`src/rtl/seq_serializer_if.sv`:
```
// Handshake bundle for seq_serializer: parallel word input plus the serial seq/valid/last stream.
// The master modport is the serializer itself; slave is the surrounding producer/consumer.
interface seq_serializer_if #(
    parameter int unsigned WORD_WIDTH = 8
) ();
    logic [WORD_WIDTH-1:0] s_data;
    logic                  s_valid;
    logic                  s_ready;
    logic                  m_ready;
    logic                  seq;
    logic                  valid;
    logic                  last;
    logic                  busy;

    modport master (
        input  s_data,
        input  s_valid,
        input  m_ready,
        output s_ready,
        output seq,
        output valid,
        output last,
        output busy
    );

    modport slave (
        output s_data,
        output s_valid,
        output m_ready,
        input  s_ready,
        input  seq,
        input  valid,
        input  last,
        input  busy
    );
endinterface

```
`src/rtl/seq_serializer.sv`:
```
// Word FIFO feeding a shift register that emits one bit per cycle with valid/last framing.
// Define SEQ_SERIALIZER_LSB_FIRST_EN to emit bit 0 first; default build is MSB first.
module seq_serializer #(
    parameter int unsigned WORD_WIDTH = 8,
    parameter int unsigned FIFO_DEPTH = 4
) (
    input  logic             clk,
    input  logic             reset,
    seq_serializer_if.master bus
);

    localparam int unsigned PtrW = $clog2(FIFO_DEPTH);
    localparam int unsigned CntW = $clog2(WORD_WIDTH);
    localparam logic [PtrW:0]   FullCount = (PtrW + 1)'(FIFO_DEPTH);
    localparam logic [CntW-1:0] LastBit   = CntW'(WORD_WIDTH - 1);

`ifdef SEQ_SERIALIZER_LSB_FIRST_EN
    localparam bit LsbFirst = 1'b1;
`else
    localparam bit LsbFirst = 1'b0;
`endif

    typedef enum logic [0:0] {
        StEmpty,
        StShift
    } state_e;

    state_e                state_q, state_d;
    logic [WORD_WIDTH-1:0] mem_q [FIFO_DEPTH];
    logic [PtrW-1:0]       wr_ptr_q, wr_ptr_d;
    logic [PtrW-1:0]       rd_ptr_q, rd_ptr_d;
    logic [PtrW:0]         count_q, count_d;
    logic [WORD_WIDTH-1:0] shreg_q, shreg_d;
    logic [CntW-1:0]       cnt_q, cnt_d;

    logic fifo_full;
    logic fifo_empty;
    logic push;
    logic pop;
    logic at_last;

    // Full/empty come from registered occupancy only, so m_ready never reaches s_ready.
    assign fifo_full   = (count_q == FullCount);
    assign fifo_empty  = (count_q == '0);
    assign bus.s_ready = !fifo_full && !reset;
    assign push        = bus.s_valid && bus.s_ready;
    assign at_last     = (cnt_q == LastBit);

    assign bus.seq   = LsbFirst ? shreg_q[0] : shreg_q[WORD_WIDTH-1];
    assign bus.valid = (state_q == StShift);
    assign bus.last  = (state_q == StShift) && at_last;
    assign bus.busy  = (state_q == StShift) || !fifo_empty;

    // Shifter FSM; the final bit of a word pops the next one on the same edge to avoid a bubble.
    always_comb begin
        state_d = state_q;
        shreg_d = shreg_q;
        cnt_d   = cnt_q;
        pop     = 1'b0;
        unique case (state_q)
            StEmpty: begin
                if (!fifo_empty) begin
                    pop     = 1'b1;
                    shreg_d = mem_q[rd_ptr_q];
                    cnt_d   = '0;
                    state_d = StShift;
                end
            end
            StShift: begin
                if (bus.m_ready) begin
                    if (at_last) begin
                        if (fifo_empty) begin
                            state_d = StEmpty;
                        end else begin
                            pop     = 1'b1;
                            shreg_d = mem_q[rd_ptr_q];
                            cnt_d   = '0;
                        end
                    end else begin
                        shreg_d = LsbFirst ? {1'b0, shreg_q[WORD_WIDTH-1:1]}
                                           : {shreg_q[WORD_WIDTH-2:0], 1'b0};
                        cnt_d   = cnt_q + CntW'(1);
                    end
                end
            end
            default: state_d = StEmpty;
        endcase
    end

    always_comb begin
        wr_ptr_d = wr_ptr_q;
        rd_ptr_d = rd_ptr_q;
        count_d  = count_q;
        if (push) begin
            wr_ptr_d = wr_ptr_q + PtrW'(1);
        end
        if (pop) begin
            rd_ptr_d = rd_ptr_q + PtrW'(1);
        end
        unique case ({push, pop})
            2'b10:   count_d = count_q + (PtrW + 1)'(1);
            2'b01:   count_d = count_q - (PtrW + 1)'(1);
            default: count_d = count_q;
        endcase
    end

    always_ff @(posedge clk) begin
        if (reset) begin
            state_q  <= StEmpty;
            shreg_q  <= '0;
            cnt_q    <= '0;
            wr_ptr_q <= '0;
            rd_ptr_q <= '0;
            count_q  <= '0;
        end else begin
            state_q  <= state_d;
            shreg_q  <= shreg_d;
            cnt_q    <= cnt_d;
            wr_ptr_q <= wr_ptr_d;
            rd_ptr_q <= rd_ptr_d;
            count_q  <= count_d;
        end
    end

    // Storage needs no reset: occupancy gates every read.
    always_ff @(posedge clk) begin
        if (push) begin
            mem_q[wr_ptr_q] <= bus.s_data;
        end
    end

    a_no_pop_empty: assert property (@(posedge clk) disable iff (reset) pop |-> !fifo_empty);

    a_stall_holds: assert property (@(posedge clk) disable iff (reset)
        bus.valid && !bus.m_ready |=> bus.valid && $stable(bus.seq) && $stable(bus.last));

endmodule

```
`src/flat_wrapper.sv`:
```
// flat-port wrapper written by rule: the top's interface ports become plain ports
module seq_serializer_flat 
#(
    parameter int unsigned WORD_WIDTH = 8,
    parameter int unsigned FIFO_DEPTH = 4
)
  (clk, reset, bus_s_data, bus_s_valid, bus_m_ready, bus_s_ready, bus_seq, bus_valid, bus_last, bus_busy);
  seq_serializer_if #(.WORD_WIDTH(WORD_WIDTH)) bus_i ();
  input  logic clk;
  input  logic reset;
  input wire logic [$bits(bus_i.s_data)-1:0] bus_s_data;
  input wire logic [$bits(bus_i.s_valid)-1:0] bus_s_valid;
  input wire logic [$bits(bus_i.m_ready)-1:0] bus_m_ready;
  output wire logic [$bits(bus_i.s_ready)-1:0] bus_s_ready;
  output wire logic [$bits(bus_i.seq)-1:0] bus_seq;
  output wire logic [$bits(bus_i.valid)-1:0] bus_valid;
  output wire logic [$bits(bus_i.last)-1:0] bus_last;
  output wire logic [$bits(bus_i.busy)-1:0] bus_busy;
  assign bus_i.s_data = bus_s_data;
  assign bus_i.s_valid = bus_s_valid;
  assign bus_i.m_ready = bus_m_ready;
  assign bus_s_ready = bus_i.s_ready;
  assign bus_seq = bus_i.seq;
  assign bus_valid = bus_i.valid;
  assign bus_last = bus_i.last;
  assign bus_busy = bus_i.busy;
  seq_serializer #(.WORD_WIDTH(WORD_WIDTH), .FIFO_DEPTH(FIFO_DEPTH)) u_core (.clk(clk), .reset(reset), .bus(bus_i));
endmodule
```
`config.mk`:
```
export PLATFORM = sky130hd
export DESIGN_NAME = seq_serializer_flat
export DESIGN_NICKNAME = d
export VERILOG_FILES = /design/src/rtl/seq_serializer_if.sv /design/src/rtl/seq_serializer.sv /design/src/flat_wrapper.sv
export SDC_FILE = /design/constraint.sdc
export NUM_CORES = 1
export LEC_CHECK = 0
export ABC_AREA = 1
export BUFFER_PORTS_ARGS = -buffer_cell sky130_fd_sc_hd__buf_2
export CAP_MARGIN = 20
export CORE_MARGIN = 2
export CORE_UTILIZATION = 45
export CTS_BUF_LIST = sky130_fd_sc_hd__clkbuf_8
export CTS_CLUSTER_DIAMETER = 30
export CTS_CLUSTER_SIZE = 28
export DETAILED_ROUTE_END_ITERATION = 16
export PLACE_DENSITY = 0.67
export SLEW_MARGIN = 20
export SYNTH_ARGS = -nofsm -noshare
export SYNTH_HDL_FRONTEND = slang
export SYNTH_SLANG_ARGS = --single-unit
```
`constraint.sdc`:
```
create_clock -name clk -period 2.15 [get_ports clk]
set_input_delay 0.215 -clock clk [delete_from_list [all_inputs] [get_ports clk]]
set_output_delay 0.215 -clock clk [all_outputs]
set_load 0.1 [all_outputs]
```
==> flow_metrics.tcl <==
set metrics [dict create \
    reg2reg_to "u_core.count_q[2]$_SDFFE_PP0P_" \
    clkTransAtPathRegs_ns 0.09 \
    p_leak_nw 1.13 \
    cts_tree "yes" \
    viasPerCell 4.74 \
    synth-seq-area-share_pct 59.2 \
    cp_slowest_cell "dfxtp_2" \
    path_cells "ha_2 > ha_2 > inv_1 > nand2_2 > nand2_4 > nor2_8 > ha_1 > inv_1 > fa_2 > nor2_1 > nor2_1 > nand2_1 > o21ai_2 > a21oi_1" \
    design_area_um2 2670 \
    pwr-share-seq_pct 39.3 \
    critPathTopFamily "adder cells" \
    cts-root-buf "clkbuf_8" \
    layout.nets 283 \
    grt_antenna_before_repair 0 \
    synth_edf_count 32 \
    antenna_left 0 \
    htree_levels 2 \
    clock_sinks 53 \
    dpl.hpwl_um 2660 \
    avgSynthCellArea_um2 9.80 \
    synthArstFlopShare_pct 0 \
    p_per_area_nw_per_um2 1320 \
    wl_um 3990 \
    critical-path-max-stage-delay_ns 0.36 \
    clk_latency_ns 0.30 \
    slew_headroom_pct 67.9 \
    power.share.switching_pct 39.8 \
    firstDrtPassIters 5 \
    yosysWarnings 0 \
    syn_area_um2 2330 \
    p_total_mw 3.53 \
    synth_common_cells "61 x nand2_1, 32 x edfxtp_1, 24 x nor2_1" \
    synth_cells 238 \
    r2r_cells 14 \
    antennaDiodeCount 0 \
    synth_cell_types 28 \
    clkPwrFrac_pct 21.7 \
    core_area_um2 5040 \
    route.detailed.drc 0 \
    die_y_um 76.0 \
    grt_max_degree 17 \
    ios 17 \
    dpl-instance-area_um2 2520 \
    r2r_slack_ns 0.14 \
    rows 26 \
    grt_usage_pct 14.6 \
    synth_top_area_share_pct 41.2 \
    hold_start "bus_s_data[7]" \
    worst-setup-path-type "reg2reg" \
    fin_crit_sh_pct 93.5 \
    wire_per_inst_um 11.9 \
    combPwrFrac_pct 39.0 \
    p_int_mw 2.13 \
    die_w_um 76.0 \
    via_count 1583 \
    drt_iter0_drc 45 \
    whs_endpoint "u_core.mem_q[1][7]$_DFFE_PP_" \
    dp_slack_ns 0.0851 \
    synth_area_leaders "edfxtp_1 41%, dfxtp_1 18%, nand2_1 9.8%, nor2_1 3.9%, ha_1 3.8%" \
    holdCritPathClass "in2reg" \
    clock_path_buffers 2 \
    drive_gt1_share_pct 21.6 \
    hold_violations 0 \
    skew_ns 0.00853 \
    cp.required_ns 2.39 \
    grt_pass1_vias 1441 \
    path_buf_inv 2 \
    area_delta_synth_final_pct 14.6 \
    ir_drop_v 0.000627 \
    setup_slack_ns 0.140 \
    grt_pass1_wl_um 6510 \
    holdPathStages 1 \
    cp-end-kind "flop" \
    yosys_register_bits 53 \
    cp.depth 14 \
    timing.rr.start "u_core.cnt_q[0]$_SDFFE_PP0P_" \
    initial_core_util_pct 46.3 \
    fin_crit_ns 2.01 \
    die_area_um2 5770 \
    drv_slew 0 \
    netlist.top_cell.by_area "edfxtp_1" \
    fillers 445 \
    cp_max_fo 3 \
    hold_buffers 0 \
    synth_nets 258 \
    status "completed" \
    worstSetupStartpointType "flop" \
    crit_arrival_ns 2.25 \
    synth_flop_cell "edfxtp_1" \
    fmax_mhz 498 \
    numCtsBuffers 5 \
    setup_viol 0 \
    gr-total-overflow 0 \
    tightest_slew_ns 0.484 \
    cap_violations 0 \
    place.gp.congestion 0.806 \
    power.net_switching_mw 1.40 \
    synth.most_common_cell "nand2_1" \
    port_buffers 16 \
]
## registers in the layout, summed over array words and instances (netlist names), named ones only
name / flops
u_core.rd_ptr_q: 2
u_core.wr_ptr_q: 2
u_core.bus.valid: 1
u_core.shreg_q: 8
u_core.mem_q: 32
u_core.cnt_q: 3
u_core.count_q: 3
## kinds of logic (layout without fill, tap and decap cells)
| kind of cell | count (synthesis) | after routing | synth area share (%) |
|---|---|---|---|
| simple gates | 113 | 113 | 22.6 |
| fa+ha+maj | 8 | 8 | 4.61 |
| flops | 53 | 53 | 59.2 |
| xor+xnor | 1 | 1 | 0.376 |
| compound gates | 32 | 32 | 7.08 |
| buf+inv | 31 | 57 | 6.06 |
## metal layers
| metal | part of all wire (%) | GRT usage (%) | wire length, µm | up-vias |
|---|---|---|---|---|
| met2 | 46 | 23.6 | 1830 | 39 |
| li1 | - | - | - | 826 |
| met5 | 0 | 0 | 0 | - |
| met3 | 4.7 | 3.79 | 186 | 6 |
| met4 | 1.6 | 6.18 | 62 | 0 |
| met1 | 48 | 18.7 | 1900 | 712 |
## per-stage QoR
stage | setup TNS, ns | utilization (%) | cells | hold WS, ns
after floorplan | 0 | - | 238 | 0.314
after global placement | 0 | 49.9 | 326 | 0.428
after detailed placement | 0 | 49.9 | 326 | 0.429
after CTS | 0 | 52.6 | 334 | 0.117
after global routing | -0.00302 | 53.0 | 334 | 0.122
final | 0 | 53.0 | 334 | 0.121
## cell usage in the layout, fill, tap and decap left out, types with 3 or more instances in the layout
cell	instances
a21oi_1	15
buf_2	16
buf_4	8
clkbuf_8	5
dfxtp_1	18
dfxtp_2	3
edfxtp_1	32
ha_1	5
inv_1	20
inv_2	3
nand2_1	60
nand2_4	5
nand3_1	15
nor2_1	24
o21ai_0	11
## power by group through the flow
stage | registers, mW | clock network (mW) | logic, mW
5_1_grt | 1.41 | 0.828 | 1.54
3_3_place_gp | 1.40 | 0 | 1.35
6_report | 1.39 | 0.768 | 1.38
4_1_cts | 1.39 | 0.775 | 1.36
3_5_place_dp | 1.41 | 0 | 1.36
2_1_floorplan | 1.47 | 0 | 1.05
## timing repair
| action | 4_1_cts | 5_1_grt |
|---|---|---|
| endpoints found under the setup margin | 0 | 1 |
| resized for setup | 0 | 9 |
| setup buffers | 0 | 0 |
## how the worst max path moves through the flow
stage                                         startpoint                        endpoint  slack (ns)
final                       u_core.cnt_q[0]$_SDFFE_PP0P_  u_core.count_q[2]$_SDFFE_PP0P_        0.14
after global routing        u_core.cnt_q[0]$_SDFFE_PP0P_  u_core.count_q[2]$_SDFFE_PP0P_      -0.003
after CTS                   u_core.cnt_q[0]$_SDFFE_PP0P_  u_core.count_q[2]$_SDFFE_PP0P_        0.06
after detailed placement    u_core.cnt_q[0]$_SDFFE_PP0P_  u_core.count_q[2]$_SDFFE_PP0P_        0.09
after global placement      u_core.cnt_q[0]$_SDFFE_PP0P_  u_core.count_q[2]$_SDFFE_PP0P_        0.16
after floorplan           u_core.count_q[0]$_SDFFE_PP0P_                     bus_s_ready        0.02
## area by class of cell
type	count	area [µm²]	area share, %
Clock buffer	5	68.8	2.57
Inverter	25	97.6	3.65
Tap cell	70	87.6	3.28
Timing Repair Buffer	24	140	5.24
Sequential cell	53	1390	51.8
Clock inverter	3	65.1	2.43
Multi-Input combinational cell	154	828	31.0
Note: power is estimated with default switching activity, not from simulation.
